File: config.mk
export PLATFORM = sky130hd
export DESIGN_NAME = pipe_shell
export DESIGN_NICKNAME = d
export VERILOG_FILES = /design/src/rtl/pipe_pkg.sv /design/src/rtl/pipe_stage_reg.sv /design/src/rtl/pipe_shell.sv
export SDC_FILE = /design/constraint.sdc
export NUM_CORES = 1
export LEC_CHECK = 0
export ABC_AREA = 1
export BUFFER_PORTS_ARGS = -buffer_cell sky130_fd_sc_hd__buf_2
export CORE_ASPECT_RATIO = 1.5
export CORE_MARGIN = 2
export CORE_UTILIZATION = 47
export DETAILED_ROUTE_END_ITERATION = 6
export PLACE_DENSITY_LB_ADDON = 0.12
export SYNTH_ARGS = -nofsm -noshare
export SYNTH_HDL_FRONTEND = slang
export SYNTH_SLANG_ARGS = --single-unit
File: constraint.sdc
create_clock -name clk -period 3.5 [get_ports clk]
set_input_delay 0.525 -clock clk [delete_from_list [all_inputs] [get_ports clk]]
set_output_delay 0.525 -clock clk [all_outputs]
set_load 0.01 [all_outputs]
File: src/rtl/pipe_pkg.sv
// Shared definitions for the in-order pipeline register chain.
// Per-stage record layout, index width helper and stage index clamp.
package pipe_pkg;

    // Record layout: {data, halt, valid}
    localparam int REC_VALID = 0;
    localparam int REC_HALT  = 1;
    localparam int REC_DATA  = 2;

    // Minimum stage index width for a chain of n stages
    function automatic int stage_idx_w(input int n);
        return (n <= 2) ? 1 : $clog2(n);
    endfunction

    // Full record width for a given payload width
    function automatic int rec_width(input int width);
        return width + REC_DATA;
    endfunction

    // Out-of-range stage indices select the oldest stage
    function automatic int clamp_idx(input int idx, input int depth);
        return (idx > depth - 1) ? depth - 1 : idx;
    endfunction

endpackage

File: src/rtl/pipe_stage_reg.sv
// One pipeline stage: valid, halt and payload held in a single record.
// Hold beats load beats bubble; clear then drops valid/halt only.
module pipe_stage_reg
    import pipe_pkg::*;
#(
    parameter int WIDTH = 16
) (
    input  logic                      clk,
    input  logic                      rst_n,
    input  logic                      hold,
    input  logic                      load,
    input  logic                      bubble,
    input  logic                      clear,
    input  logic [WIDTH+REC_DATA-1:0] load_rec,
    output logic [WIDTH+REC_DATA-1:0] rec
);

    logic [WIDTH+REC_DATA-1:0] rec_nxt;

    // Next record: advance/hold/bubble first, then the flush clear
    always_comb begin
        rec_nxt = rec;
        if (hold) begin
            rec_nxt = rec;
        end else if (load) begin
            rec_nxt = load_rec;
        end else if (bubble) begin
            rec_nxt[REC_VALID] = 1'b0;
            rec_nxt[REC_HALT]  = 1'b0;
        end
        if (clear) begin
            // Payload keeps its old value so a flush does not toggle data
            rec_nxt            = rec;
            rec_nxt[REC_VALID] = 1'b0;
            rec_nxt[REC_HALT]  = 1'b0;
        end
    end

    // Stage register
    always_ff @(posedge clk or negedge rst_n) begin
        if (!rst_n) begin
            rec <= '0;
        end else begin
            rec <= rec_nxt;
        end
    end

endmodule

File: src/rtl/pipe_shell.sv
// Parametrised in-order pipeline shell with stall, ranged flush and halt.
// Stage 0 is youngest; stage DEPTH-1 drives out_valid/out_data.
module pipe_shell
    import pipe_pkg::*;
#(
    parameter int WIDTH = 16,
    parameter int DEPTH = 5,
    parameter int IDXW  = 3
) (
    input  logic                   clk,
    input  logic                   rst_n,
    input  logic                   in_valid,
    input  logic [WIDTH-1:0]       in_data,
    input  logic                   in_halt,
    output logic                   in_ready,
    input  logic                   stall_req,
    input  logic [IDXW-1:0]        stall_stage,
    input  logic                   flush_req,
    input  logic [IDXW-1:0]        flush_stage,
    output logic [DEPTH-1:0]       stage_valid,
    output logic [DEPTH*WIDTH-1:0] stage_data,
    output logic                   out_valid,
    output logic [WIDTH-1:0]       out_data,
    output logic                   hlt,
    output logic [IDXW:0]          occupancy
);

    localparam int RW = rec_width(WIDTH);

    logic [RW-1:0]    rec      [DEPTH];
    logic [RW-1:0]    load_rec [DEPTH];
    logic [DEPTH-1:0] hold;
    logic [DEPTH-1:0] load;
    logic [DEPTH-1:0] bubble;
    logic [DEPTH-1:0] clear;
    logic             accept;
    logic             set_hlt;
    int               s_lim;
    int               f_lim;

    assign in_ready = !hlt && !stall_req;
    assign accept   = in_valid && in_ready;

    // Entry offered to each stage: new input for 0, older neighbour else
    always_comb begin
        for (int i = 0; i < DEPTH; i++) begin
            load_rec[i] = '0;
        end
        load_rec[0][REC_VALID]             = 1'b1;
        load_rec[0][REC_HALT]              = in_halt;
        load_rec[0][REC_DATA +: WIDTH]     = in_data;
        for (int i = 1; i < DEPTH; i++) begin
            load_rec[i] = rec[i-1];
        end
    end

    // Per-stage control: freeze on halt, else stall/advance, then flush
    always_comb begin
        hold   = '0;
        load   = '0;
        bubble = '0;
        clear  = '0;
        s_lim  = clamp_idx(int'(stall_stage), DEPTH);
        f_lim  = clamp_idx(int'(flush_stage), DEPTH);
        for (int i = 0; i < DEPTH; i++) begin
            priority case (1'b1)
                hlt:                           hold[i]   = 1'b1;
                stall_req && (i <= s_lim):     hold[i]   = 1'b1;
                stall_req && (i == s_lim + 1): bubble[i] = 1'b1;
                (i == 0) && accept:            load[i]   = 1'b1;
                (i == 0):                      bubble[i] = 1'b1;
                default:                       load[i]   = 1'b1;
            endcase
            if (!hlt && flush_req && (i <= f_lim)) begin
                clear[i] = 1'b1;
            end
        end
    end

    for (genvar g = 0; g < DEPTH; g++) begin : g_stage
        pipe_stage_reg #(
            .WIDTH (WIDTH)
        ) u_stage (
            .clk      (clk),
            .rst_n    (rst_n),
            .hold     (hold[g]),
            .load     (load[g]),
            .bubble   (bubble[g]),
            .clear    (clear[g]),
            .load_rec (load_rec[g]),
            .rec      (rec[g])
        );
    end

    // A valid halt entry written into the oldest stage raises hlt
    assign set_hlt = load[DEPTH-1] && !clear[DEPTH-1]
                   && load_rec[DEPTH-1][REC_VALID]
                   && load_rec[DEPTH-1][REC_HALT];

    // Sticky halt flag, only reset clears it
    always_ff @(posedge clk or negedge rst_n) begin
        if (!rst_n) begin
            hlt <= 1'b0;
        end else if (set_hlt) begin
            hlt <= 1'b1;
        end
    end

    // Flattened stage view and oldest-stage output
    always_comb begin
        stage_valid = '0;
        stage_data  = '0;
        for (int i = 0; i < DEPTH; i++) begin
            stage_valid[i]              = rec[i][REC_VALID];
            stage_data[i*WIDTH +: WIDTH] = rec[i][REC_DATA +: WIDTH];
        end
        out_valid = rec[DEPTH-1][REC_VALID];
        out_data  = rec[DEPTH-1][REC_DATA +: WIDTH];
    end

    // Occupancy as popcount of stage valid bits
    always_comb begin
        occupancy = '0;
        for (int i = 0; i < DEPTH; i++) begin
            occupancy = occupancy + (IDXW+1)'(rec[i][REC_VALID]);
        end
    end

endmodule

=== Yosys cells after proc, flatten, opt, wreduce, memory -nomap -nowiden ===
Index checks and enable logic that the tools add are counted.

* Add/subtract/negate cells: 5
* Order comparisons: 12
* Equal/unequal tests: 9
* Multiplexer cells: 69
* Bitwise operators: 10
* Reductions and logical operators: 40

{| class="wikitable"
|+ Operators with widths
! cell !! number
|-
| $eq 3x32->1 const A || 2
|-
| $mux 1 || 51
|-
| $eq 2x32->1 const A || 1
|-
| $logic_not 32->1 || 1
|-
| $mux 2 || 16
|-
| $logic_and 1x1->1 || 21
|-
| $reduce_and 3->1 || 5
|-
| $reduce_bool 3->1 || 5
|-
| $le 1x3->1 const A || 4
|-
| $le 2x3->1 const A || 4
|-
| $ne 2x2->1 const B || 5
|-
| $not 1->1 || 10
|-
| $reduce_and 2->1 || 5
|-
| $gt 3x3->1 const B || 2
|-
| $le 3x3->1 const A || 2
|-
| $mux 3 || 2
|-
| $add 3x1->4 || 1
|-
| $add 3x1->4 const B || 1
|-
| $add 4x1->4 || 1
|-
| $eq 3x4->1 const A || 1
|-
| $add 2x1->3 || 1
|-
| $logic_not 1->1 || 3
|-
| $add 1x1->2 || 1
|}

* Flip-flop bits (word level): 90
* Input bits: 28
* Output and inout port bits: 108
* Logic and storage cells: 156

=== Depth between registers and ports, before layout ===
Gate-level depths: netlist (run 1).

* Depth after elaboration: 12
* Gate-level depth with buffers: 8
* Gate-level depth less buffers: 7

=== Modules after synthesis ===
From an unflattened synthesis (run 1), not the netlist that was laid out.

* Cell total of the unflattened synthesis: 459
* Area, all modules: 3962.6 um^2

{| class="wikitable"
|+ Modules (own cells, without submodules)
! module !! instances !! cells each !! area each (um^2) !! sequential area each (um^2)
|-
| pipe_stage_reg || 5 || 79 || 708.2 || 450.4
|-
| pipe_shell || 1 || 64 || 421.7 || 25.0
|}

=== Worst setup path after synthesis (run 1) ===
Ideal clock, no wire load.

* Path type: register to output
* From: register g_stage[0].u_stage.rec[0]
* To: output occupancy[1]
* Arrival time: 1.571 ns
* Required time: 2.975 ns
* Setup slack: 1.404 ns
* Cell stages (with the launch flop): 4
* Buffers on the path: 0
* Cells stage by stage: dfrtp_1 > fa_1 > fa_1 > ha_1

* Word-level cells in the longest chain between the ends: 4

{| class="wikitable"
|+ Ends and longest elaborated chain
! what !! line !! source
|-
| from (decl) || pipe_stage_reg.sv:15 || <nowiki>output logic [WIDTH+REC_DATA-1:0] rec</nowiki>
|-
| from (signal assigned) || pipe_stage_reg.sv:44 || <nowiki>rec <= rec_nxt;</nowiki>
|-
| $add 1x1->2 || pipe_shell.sv:125 || <nowiki>occupancy = occupancy + (IDXW+1)'(rec[i][REC_VALID]);</nowiki>
|-
| $add 2x1->3 || pipe_shell.sv:125 ||
|-
| $add 3x1->4 || pipe_shell.sv:125 ||
|-
| $add 4x1->4 || pipe_shell.sv:125 ||
|-
| to (decl) || pipe_shell.sv:25 || <nowiki>output logic [IDXW:0] occupancy</nowiki>
|}

No other way between the ends.

=== Final worst setup path (run 1) ===
Ends and elaborated chain as after synthesis.

==> results.txt, run 1 <==
For the maximum clock insertion buffer count, the log shows 2. The worst pin sits at a relative slew slack of 39.5%. The worst-case vdd ir drop was 0.307 mV. The mean cell area of the mapped netlist is 8.87 µm².

The H-tree was split into 3 levels. From left edge to right edge, the die measures 83.8 µm. The placement row count is 43, and the fmax is 387 MHz. In the global route stage, met1 resource usage came out at 21.6%.

The run gives 442 µW as the power dissipated by switching net loads. The run finished with clean final reports. The combinational cell fraction of total power was 3.1%. The setup check on the worst reg-to-reg path leaves a slack of 1480 ps.

In the synthesized netlist, the number of instances is 506. The number of design-rule violations left by the first detailed-router iteration was 194. The final number of setup-violating endpoints is 0.

TritonCTS built the clock tree. The die height is 124 µm. The routed design has 8610 µm of wire.

After floorplanning, the core was sized to cover 0.00925 mm². The via count of the first global-routing pass came out at 2,856. Setup repair after global routing left no endpoint under its margin. Once detail routing completed, the nets flagged for antenna violations numbered 0. The first global-routing pass estimated 14,100 µm of wire. The largest individual stage delay along the critical path comes from the cell fa_1. The count of antenna diodes in the layout is 0, and the total standard cell area after synthesis is 0.00449 mm². Counting the buffers created by CTS gives 9.

Among cell families on the critical path, the largest total delay comes from adder cells. 136 I/O pins were placed. The post-synthesis xor/xnor area fraction is 0%. The synthesized netlist contains 27 unique library cells. The detailed router placed 3,165 vias in this run. The critical path is of the register to output pin type. The share of the Yosys chip area taken by registers is 50.2%. The sum of net half-perimeters after detailed placement was 6420 µm.

Post-CTS setup repair buffer count: 0. For the final routed database, the setup TNS stands at 0 ps. The final critical path takes up 73.8% of the cycle.

In the final routed layout, each cell accounts on average for 13.0 µm. Data on the critical path arrives at its endpoint at 2060 ps. Global routing used 4.24% of the available met3 tracks.

The critical path launch point type is a register. The largest single stage delay on the critical path is 510 ps. Counting every net in the synthesized netlist gives 537. The power density over cell area was 461 mW/mm². In this run the static leakage power is 0.00298 µW. The logs give 0 for the number of antenna violations at the first check in global routing and 0 for the DRC violation count after routing.

Routability-driven placement congestion ratio: 0.771. The library cell used most frequently in the layout, excluding fill and tap cells, is nand2_1. The final period demand of the worst path was 2580 ps; the per-cell via count in the routed design was 4.78. The pin count of the biggest net entering global routing is 45. Main combinational cell family by area after synthesis: simple AND/OR/NAND/NOR gates. Global routing consumed, over all layers together, 17.2% of the routing resources.

At the pin with the least slew margin, the transition time is 905 ps. The logs give 48.5% for the initial core utilization and 577 for the number of nets in the layout. In the synthesized netlist, mux cells make up 0% of the area.

In this run, post-CTS hold repair placed 0 buffers. The first-pass iteration count of the detailed router came out at 4. The share of synthesized cell area in full adder, half adder and majority cells came out at 1.17%. The worst hold path belongs to the class primary input to asynchronous set/reset pin. Of all nets on the critical path, the largest fanout is 4. The routing usage on met2 is 28.9%, and the maximum clock skew at final layout is 3.86 ps. The area growth from synthesis to layout is 8.70%.

The cell seen most often among critical-path stages is fa_1. The synthesized design spends more area on one cell type than any other, namely dfrtp_1. Switching power share of the total: 19.7%.

The sequential power share is 46.9%, and the clock-pin slew on the worst setup and hold paths is 60 ps. Area enclosed by the die boundary: 0.0104 mm². By area the synthesized netlist is led by dfrtp_1 50%, buf_4 15%, nand2_1 13%. For the hold violation total from the final report, the log shows 0. The tools report the total of warnings raised by yosys as 0.

The design internal power was 1810 µW; the total chip power was 2250 µW. The worst setup path is captured at an output pin. Max-cap violations in this run came to 0.

After synthesis, the largest area contributor takes up 50.2% of total cell area. In the layout the commonest cells are 157 x nand2_1, 133 x buf_2, 90 x dfrtp_1. met2 is the most crowded layer.

The total overflow left after global routing is 0. Cells with a size suffix above 1 make up 30.9% of the layout. In this run, the clock network consumes 50.0% of the power. For the worst-skew pair, the clock arrives at the later sink with an insertion delay of 340 ps. Gates resized during post-CTS repair numbered 0.

The count of buffering cells on the critical path with inverters included is 1. The total of flip-flops plus latches after synthesis is 90. At the worst endpoint, the required time is 2970 ps.

Cell chosen for the clock root: clkbuf_16. The count of input and output buffers was 134. The critical path goes through fa_1 > fa_1 > ha_1 > buf_2. The area fraction in compound gates after synthesis was 2.84%; the total clock sinks was 90.

The simple-gate share of the synthesized area is 25.3%, and the max-slew violation count is 0.
==> path summary, 6_finish.rpt <==
check                                           startpoint                         end  depth (start not counted)
min in group clk                                in_data[0]   g_stage[0].u_stage.rec[2]                          3
worst min register to register  g_stage[4].u_stage.rec[15]  g_stage[4].u_stage.rec[15]                          2
worst min-delay path                                 rst_n   g_stage[0].u_stage.rec[2]                          1
worst max-delay path             g_stage[0].u_stage.rec[0]                occupancy[1]                          4
worst max register to register                         hlt  g_stage[4].u_stage.rec[14]                          6
max in group asynchronous                            rst_n  g_stage[1].u_stage.rec[10]                          2
==> worst register-to-register path, cell delays in order (launching register included) <==
cell and delay (ps):
dfrtp_1 490, inv_2 130, nand2_1 90, nor2_2 620, nand2_2 370, nand2_1 160
nand2_1 60
==> power groups by stage <==
stage	registers [µW]	logic (µW)	clock network [µW]
after global placement	1070	70.9	0
final	1050	70.1	1120
after detailed placement	1070	72.8	0
after CTS	1050	72.9	1150
after global routing	1060	81.8	1190
after floorplan	1070	32.0	0
==> registers in the layout, indices dropped and copies added (netlist names) <==
name	cells
g_stage.u_stage.rec	89
hlt	1
==> layer usage <==
| metal | part of all wire [%] | vias to the layer above |
|---|---|---|
| li1 | - | 1612 |
| met2 | 50 | 108 |
| met3 | 5.8 | 8 |
| met1 | 44 | 1437 |
| met5 | 0 | - |
| met4 | 0.84 | 0 |
==> cells by family after synthesis <==
logic type / after synthesis
AOI/OAI and AO/OA: 23
adders and majority gates: 3
buffers and inverters: 138
DFF: 90
other: 1
and+or+nand+nor: 251
==> layout make-up <==
cell class	count	area [µm²]
sequential	90	2250
inverter	29	109
tap	112	140
clock buffer	11	253
timing repair buffer	138	703
fill	872	4380
multi-input combinational	278	1320
clock inverter	4	98.8
==> through the flow <==
step / utilization, % / instance area [µm²] / cells / hold slack, ps / setup slack (ps)
5_1_grt: 52.7 / 4880 / 662 / 220 / 848
2_1_floorplan: - / 4490 / 506 / 229 / 1400
4_1_cts: 52.7 / 4880 / 662 / 193 / 893
3_5_place_dp: 48.9 / 4530 / 647 / 472 / 1270
3_3_place_gp: 48.9 / 4530 / 647 / 466 / 1300
6_report: 52.7 / 4880 / 662 / 180 / 915
==> cells in the mapped netlist, drive strengths merged <==
master,count
nand4,17
buf,107
o211ai,1
clkbuf,2
nand3b,1
conb,1
ha,1
o22ai,1
dfrtp,90
nand3,64
inv,29
a21oi,1
nand2,163
nor2,6
fa,2
o21ai,20
Power figures use the tool's default switching activity.
==> run 2, diff against run 1 <==
Clock period 3.5 ns to 2.4 ns, I/O delays scaled along.
==> run 2 against run 1 <==
  * Register-to-register slack worse by 700 ps
  * Sequential share of layout area decreased by 0.25 points
  * Final area grew 0.54%
  * Die area is the same
  * Global-route usage up 0.34 points
  * Worst setup slack worse by 880 ps
  * Combinational power is 53% higher
  * Clock skew is essentially flat
  * Worst hold slack got worse by 160 ps
  * Count of clock-buffer cells in the layout unchanged
  * Largest cell class unchanged
  * Critical path depth is the same
==> results.txt, run 2 (same netlist as run 1, synthesis figures left out) <==
The count of input and output buffers came out at 134. Cell chosen for the clock root: clkbuf_16. The final period demand of the worst path came out at 2360 ps. The post-route netlist has 31.6% of its cells at a drive strength greater than 1. The number of nets in the layout is 583, and the first-pass GRT wire length is 14,500 µm.

The normalized max-slew margin is 60.7%, and the number of buffers created by CTS is 9. The max-slew violation count was 0. The H-tree generated during clock tree synthesis spans 3 levels. For the area enclosed by the die boundary, the log shows 0.0104 mm².

The tools report the maximum clock skew at final layout as 3.90 ps. The logs give 2040 ps for the required time of the critical path and 3,183 for the total number of vias. Classification of the worst-slack hold path: primary input to asynchronous set/reset pin. The run gives 0 ps as the sum of negative setup slack. The congestion estimate from routability-driven global placement came to 0.777.

The DRC violation count after routing was 0; the per-cell via count in the routed design was 4.76. The HPWL after detailed placement is 6430 µm. The library cell used most frequently in the layout, excluding fill and tap cells, is nand2_1. Worst-case vdd ir drop: 0.422 mV. Overall power consumption after layout is estimated at 3140 µW.

The flow ran to the end, and the final reports show no timing, DRC or antenna violations. STA classifies the critical path endpoint as an output pin. For the number of design-rule violations left by the first detailed-router iteration, the log shows 106.

Setup repair after global routing left no endpoint under its margin. For the placement row count, the log shows 43. The worst path arrival time was 2000 ps.

The tools report the capture instance of the worst register-to-register path as g_stage[2].u_stage.rec[15]. The length in cells of the worst reg-to-reg path works out to 6. Once detail routing completed, the nets flagged for antenna violations numbered 0.

136 I/O pins were placed. Entering global routing, the biggest net connects 47 pins. The run gives 3,014 as the via count of the first global-routing pass. In the global route stage, overall resource usage came out at 17.5%.

The tools report the first-pass iteration count of the detailed router as 6. The worst setup path is of the register to output pin kind. STA classifies the critical path startpoint as a register. Register ranked first by flip-flop count: g_stage.u_stage.rec. The fmax came out at 424 MHz.

For the number of antenna violations at the first check in global routing, the log shows 0. The die is 83.8 µm wide. TritonCTS built the clock tree.

The routed design has 8470 µm of wire. Power spread over the standard cell area amounts to 639 mW/mm². For the final number of setup-violating endpoints, the log shows 0. The floorplan step set the die height to 124 µm. In this run the worst setup path terminates at occupancy[1].

The library cells used most frequently in the layout, excluding fill and tap cells, are 157 x nand2_1, 133 x buf_2, 90 x dfrtp_1. After global routing the overflow that remains totals 0. 0 antenna diodes ended up in the layout.

The worst setup path startpoint was g_stage[0].u_stage.rec[0]. The run gives 780 ps as the flop-to-flop setup slack. Summed over all cells, the static leakage comes to 0.00300 µW. The share of the clock period used by the worst path after layout is 98.4%. Along the worst path, the maximum fanout reaches 2.

The clock-pin slew on the worst setup and hold paths is 60 ps. The worst register-to-register path begins at hlt. The initial utilization of the core area, before any placement, comes to 48.5%.

The tools report the total clock sinks as 90. The hold violation total from the final report was 0. The largest registers in the layout are g_stage.u_stage.rec (89), hlt (1). The register with the most flip-flops in the layout has 89 of them.

The relative area change from synthesis to final layout came out at 9.29%. The maximum clock insertion buffer count is 2, and the number of max-cap violations is 0. The slew at the pin closest to its max-slew limit works out to 589 ps. After detailed routing, the average wire length per cell comes to 12.7 µm. The core region is 0.00925 mm². The clock reaches the later pin of the worst-skew pair after 330 ps.
==> run 2: per-layer routing <==
layer / routed length [µm] / vias up / track usage [%]
met5: 0 / - / 0
met4: 188 / 0 / 8.17
met3: 385 / 12 / 2.58
met2: 4160 / 92 / 29.7
met1: 3730 / 1456 / 22.2
li1: - / 1623 / -
==> run 2: how the worst min path moves through the flow <==
stage / endpoint / depth (start not counted) / slack, ps
detailed placement: g_stage[0].u_stage.rec[4] / 1 / 400
finish: g_stage[0].u_stage.rec[4] / 1 / 20
global placement: g_stage[0].u_stage.rec[17] / 1 / 400
global route: g_stage[0].u_stage.rec[3] / 1 / 70
floorplan: g_stage[0].u_stage.rec[0] / 0 / 60
CTS: g_stage[0].u_stage.rec[4] / 1 / 50
==> run 2: layout make-up <==
cell class              instances  area, µm²
fillers                       889       4350
clock buffers                  11        243
flip-flops and latches         90       2250
inverters                      29        109
well taps                     112        140
multi-input cells             278       1320
clock inverters                 5       77.6
repair buffers                144        761
==> run 2: critical path, stage by stage, from the launching register on <==
cell and delay (ps):
dfrtp_1 390, fa_1 500, fa_1 370, ha_1 270, buf_2 140
==> run 2: power by group <==
group	total [µW]	switching, µW	internal [µW]	leakage, µW
clock	1490	554	937	0.000156
sequential	1540	9.10	1530	0.00124
combinational	107	66.6	40.7	0.00160
total	3140	629	2510	0.00300
==> run 2: metrics by stage <==
stage               area, µm²  setup slack [ps]  util, %  instances  hold WS (ps)
finish                   4900              39.1     53.0        669          24.7
global route             4900              2.80     53.0        669          68.3
CTS                      4880              12.8     52.7        666          45.7
detailed placement       4550               337     49.1        648           404
global placement         4550               363     49.1        648           398
floorplan                4490               469        -        506          64.4
==> run 2: repair_timing <==
action                                  in CTS  in global routing
endpoints found under the setup margin       1                  1
resized for setup                            0                  0
buffers inserted                             2                  3
hold buffers                                 0                  0
==> run 3, diff against run 2 <==
Settings changed: BUFFER_PORTS_ARGS -buffer_cell sky130_fd_sc_hd__buf_2 to -buffer_cell sky130_fd_sc_hd__clkbuf_2.
==> run 3 against run 2 <==
  * Total power is 1.5% lower
  * Die area is the same
  * Critical endpoint unchanged
  * Global-route usage shrank 0.076 points
  * Combinational power about the same
  * Largest power group unchanged
  * Critical path depth stayed put
  * Final area down 0.61%
  * Routed wire length down 0.20%
  * Largest cell class unchanged
==> results.txt, run 3 (same netlist as run 1, synthesis figures left out) <==
STA puts the critical path data arrival time at 2010 ps. The H-tree depth is 3. The worst setup path is launched from a register.

The maximum clock insertion buffer count is 2, and the area inside the core boundary is 0.00925 mm². The power density over cell area is 634 mW/mm², and the routability-driven placement congestion ratio is 0.786. For the global-route total usage across every layer, the log shows 17.4%. For the final routed database, the setup TNS stands at 0 ps.

The sum of net half-perimeters after detailed placement was 6300 µm; the number of I/O pins was 136. The power dissipated by switching net loads is 614 µW. The via count of the first global-routing pass came out at 3,044. Following the worst setup path forward leads to its endpoint at occupancy[1]. The tools report the endpoint kind of the worst setup timing path as an output pin. The clock insertion delay at the later pin of the skew report is 330 ps, and the die height is 124 µm. Per report_power, the combinational group accounts for 3.4% of the total. CTS saw 90 sinks. TritonCTS created 9 clock buffers. The tools report the capture instance of the worst register-to-register path as g_stage[2].u_stage.rec[5]. Leaving out fill and tap cells, the most frequent cell in the layout is nand2_1.

The maximum clock skew at final layout is 5.49 ps, and the per-cell via count in the routed design is 4.76. For the sequential power share, the log shows 49.8%. The slowest stage of the critical path belongs to the cell fa_1. TritonCTS built the clock tree.

The first global-routing pass estimated 14,400 µm of wire. The pin count of the biggest net entering global routing is 91, and the final number of setup-violating endpoints is 0. Tracing the worst setup path back leads to its startpoint at g_stage[3].u_stage.rec[0]. The DRC violation count after routing is 0. In this design, the stage delay of the slowest critical-path cell is 500 ps. Once detail routing completed, the nets flagged for antenna violations numbered 0. The flow ran to the end, and the final reports show no timing, DRC or antenna violations. The final period demand of the worst path was 2370 ps; the routed length per instance was 12.7 µm. The share of the clock period used by the worst path after layout was 98.8%; the total number of vias was 3,167. The floorplan step defined a die boundary enclosing 0.0104 mm².

The setup check on the worst reg-to-reg path leaves a slack of 780 ps. In this run the clock root is driven by a clkbuf_16. The register ranked first by flip-flop count is g_stage.u_stage.rec.

The register with the most flip-flops in the layout has 89 of them. The ratio of cells with drive above 1 in the final layout came out at 31.2%. The library cells used most frequently in the layout, excluding fill and tap cells, are 157 x nand2_1, 133 x clkbuf_2, 89 x dfrtp_1. In the final layout, the registers with the most flip-flops are g_stage.u_stage.rec (89), hlt (1). From synthesis to final layout, the design area changed by 8.62%. Clock-pin slew was measured on the worst setup and hold paths at 60 ps. Launching point of the worst reg2reg path: hlt. Setup repair after global routing could not meet its margin everywhere. The first detailed-routing pass ran for 4 iterations. The logs give 0 for the number of antenna violations at the first check in global routing and 52.7% for the final cell utilization of the core. The maximum fanout count along the critical path is 4. The design internal power was 2470 µW; the power share of the clock group was 46.7%. The switching power share of the total was 19.9%. The normalized max-slew margin is 65.2%. The number of max-cap violations was 0; the final wirelength was 8450 µm. Traced cell by cell, the critical path runs through fa_1 > fa_2 > ha_1 > clkbuf_2. For this configuration, the core starts out at a cell density of 48.5%. The worst setup path category was register to output pin. Data on the critical path is required at its endpoint by 2040 ps.

The tools report the hold violation total from the final report as 0. The number of design-rule violations left by the first detailed-router iteration was 122; the slew at the pin closest to its max-slew limit was 521 ps. Buffers inserted to repair hold after CTS numbered 0. The max-slew violation count came out at 0. Classification of the worst-slack hold path: primary input to asynchronous set/reset pin.

The horizontal die dimension works out to 83.8 µm. VDD sags by at most 0.461 mV. After global routing the overflow that remains totals 0. The fmax is 422 MHz, and the count of antenna diodes in the layout is 0. In the final design database the tool counted 581 nets.

In this run the tool buffered the top-level ports with 134 buffer cells. The length in cells of the worst reg-to-reg path is 6. The tools report the cell leakage power as 0.00288 µW. The floorplan has 43 rows.
run 3: changes by cell type in the layout (fill, tap and decap cells not counted), sizes merged:
cell	previous run	this run
clkinv	2	1
clkinvlp	1	0
clkbuf	11	145
buf	144	9
run 3: worst min path at each step:
stage                                      end   from  cells after the start
floorplan            g_stage[0].u_stage.rec[0]  rst_n                      0
global placement    g_stage[0].u_stage.rec[17]  rst_n                      2
detailed placement   g_stage[0].u_stage.rec[4]  rst_n                      2
CTS                  g_stage[0].u_stage.rec[4]  rst_n                      2
global route        g_stage[0].u_stage.rec[17]  rst_n                      2
finish              g_stage[0].u_stage.rec[17]  rst_n                      2
run 3: cell type report:
| type | count | area, µm² |
|---|---|---|
| Inverter | 29 | 109 |
| Timing Repair Buffer | 142 | 746 |
| Sequential cell | 90 | 2250 |
| Fill cell | 901 | 4380 |
| Multi-Input combinational cell | 278 | 1320 |
| Clock inverter | 3 | 65.1 |
| Tap cell | 112 | 140 |
| Clock buffer | 12 | 236 |
run 3: routing by layer:
metal / GRT usage, % / vias to the layer above / share of wire [%]
li1: - / 1606 / -
met1: 21.8 / 1448 / 44
met2: 29.2 / 101 / 49
met3: 3.98 / 12 / 5.2
met4: 7.56 / 0 / 1.8
met5: 0 / - / 0
run 3: worst max-delay path: cells and delay by family (launching register included):
family	cells	cell delay (ps)
fa+ha+maj	3	1120
flops	1	430
buf+inv	1	130
run 3: what timing repair did:
item                       4_1_cts  5_1_grt
setup endpoints to repair        1        1
pin swaps                        0        1
gates resized for setup          0        2
buffers inserted                 2        1
run 3: power by group through the flow:
stage | logic, µW | registers [µW] | clock network, µW
6_report | 106 | 1540 | 1440
3_3_place_gp | 105 | 1570 | 0
3_5_place_dp | 108 | 1570 | 0
4_1_cts | 110 | 1540 | 1480
5_1_grt | 125 | 1540 | 1550
2_1_floorplan | 46.6 | 1560 | 0
run 3: metrics by stage:
step | setup WS (ps) | hold slack, ps | cells | power, µW | area (µm²)
after floorplan | 469 | 64.4 | 506 | 1610 | 4490
after global placement | 371 | 441 | 648 | 1670 | 4550
after detailed placement | 328 | 445 | 648 | 1670 | 4550
after CTS | 2.65 | 83.0 | 665 | 3130 | 4860
after global routing | -15.1 | 96.3 | 666 | 3210 | 4870
final | 29.1 | 58.7 | 666 | 3090 | 4870
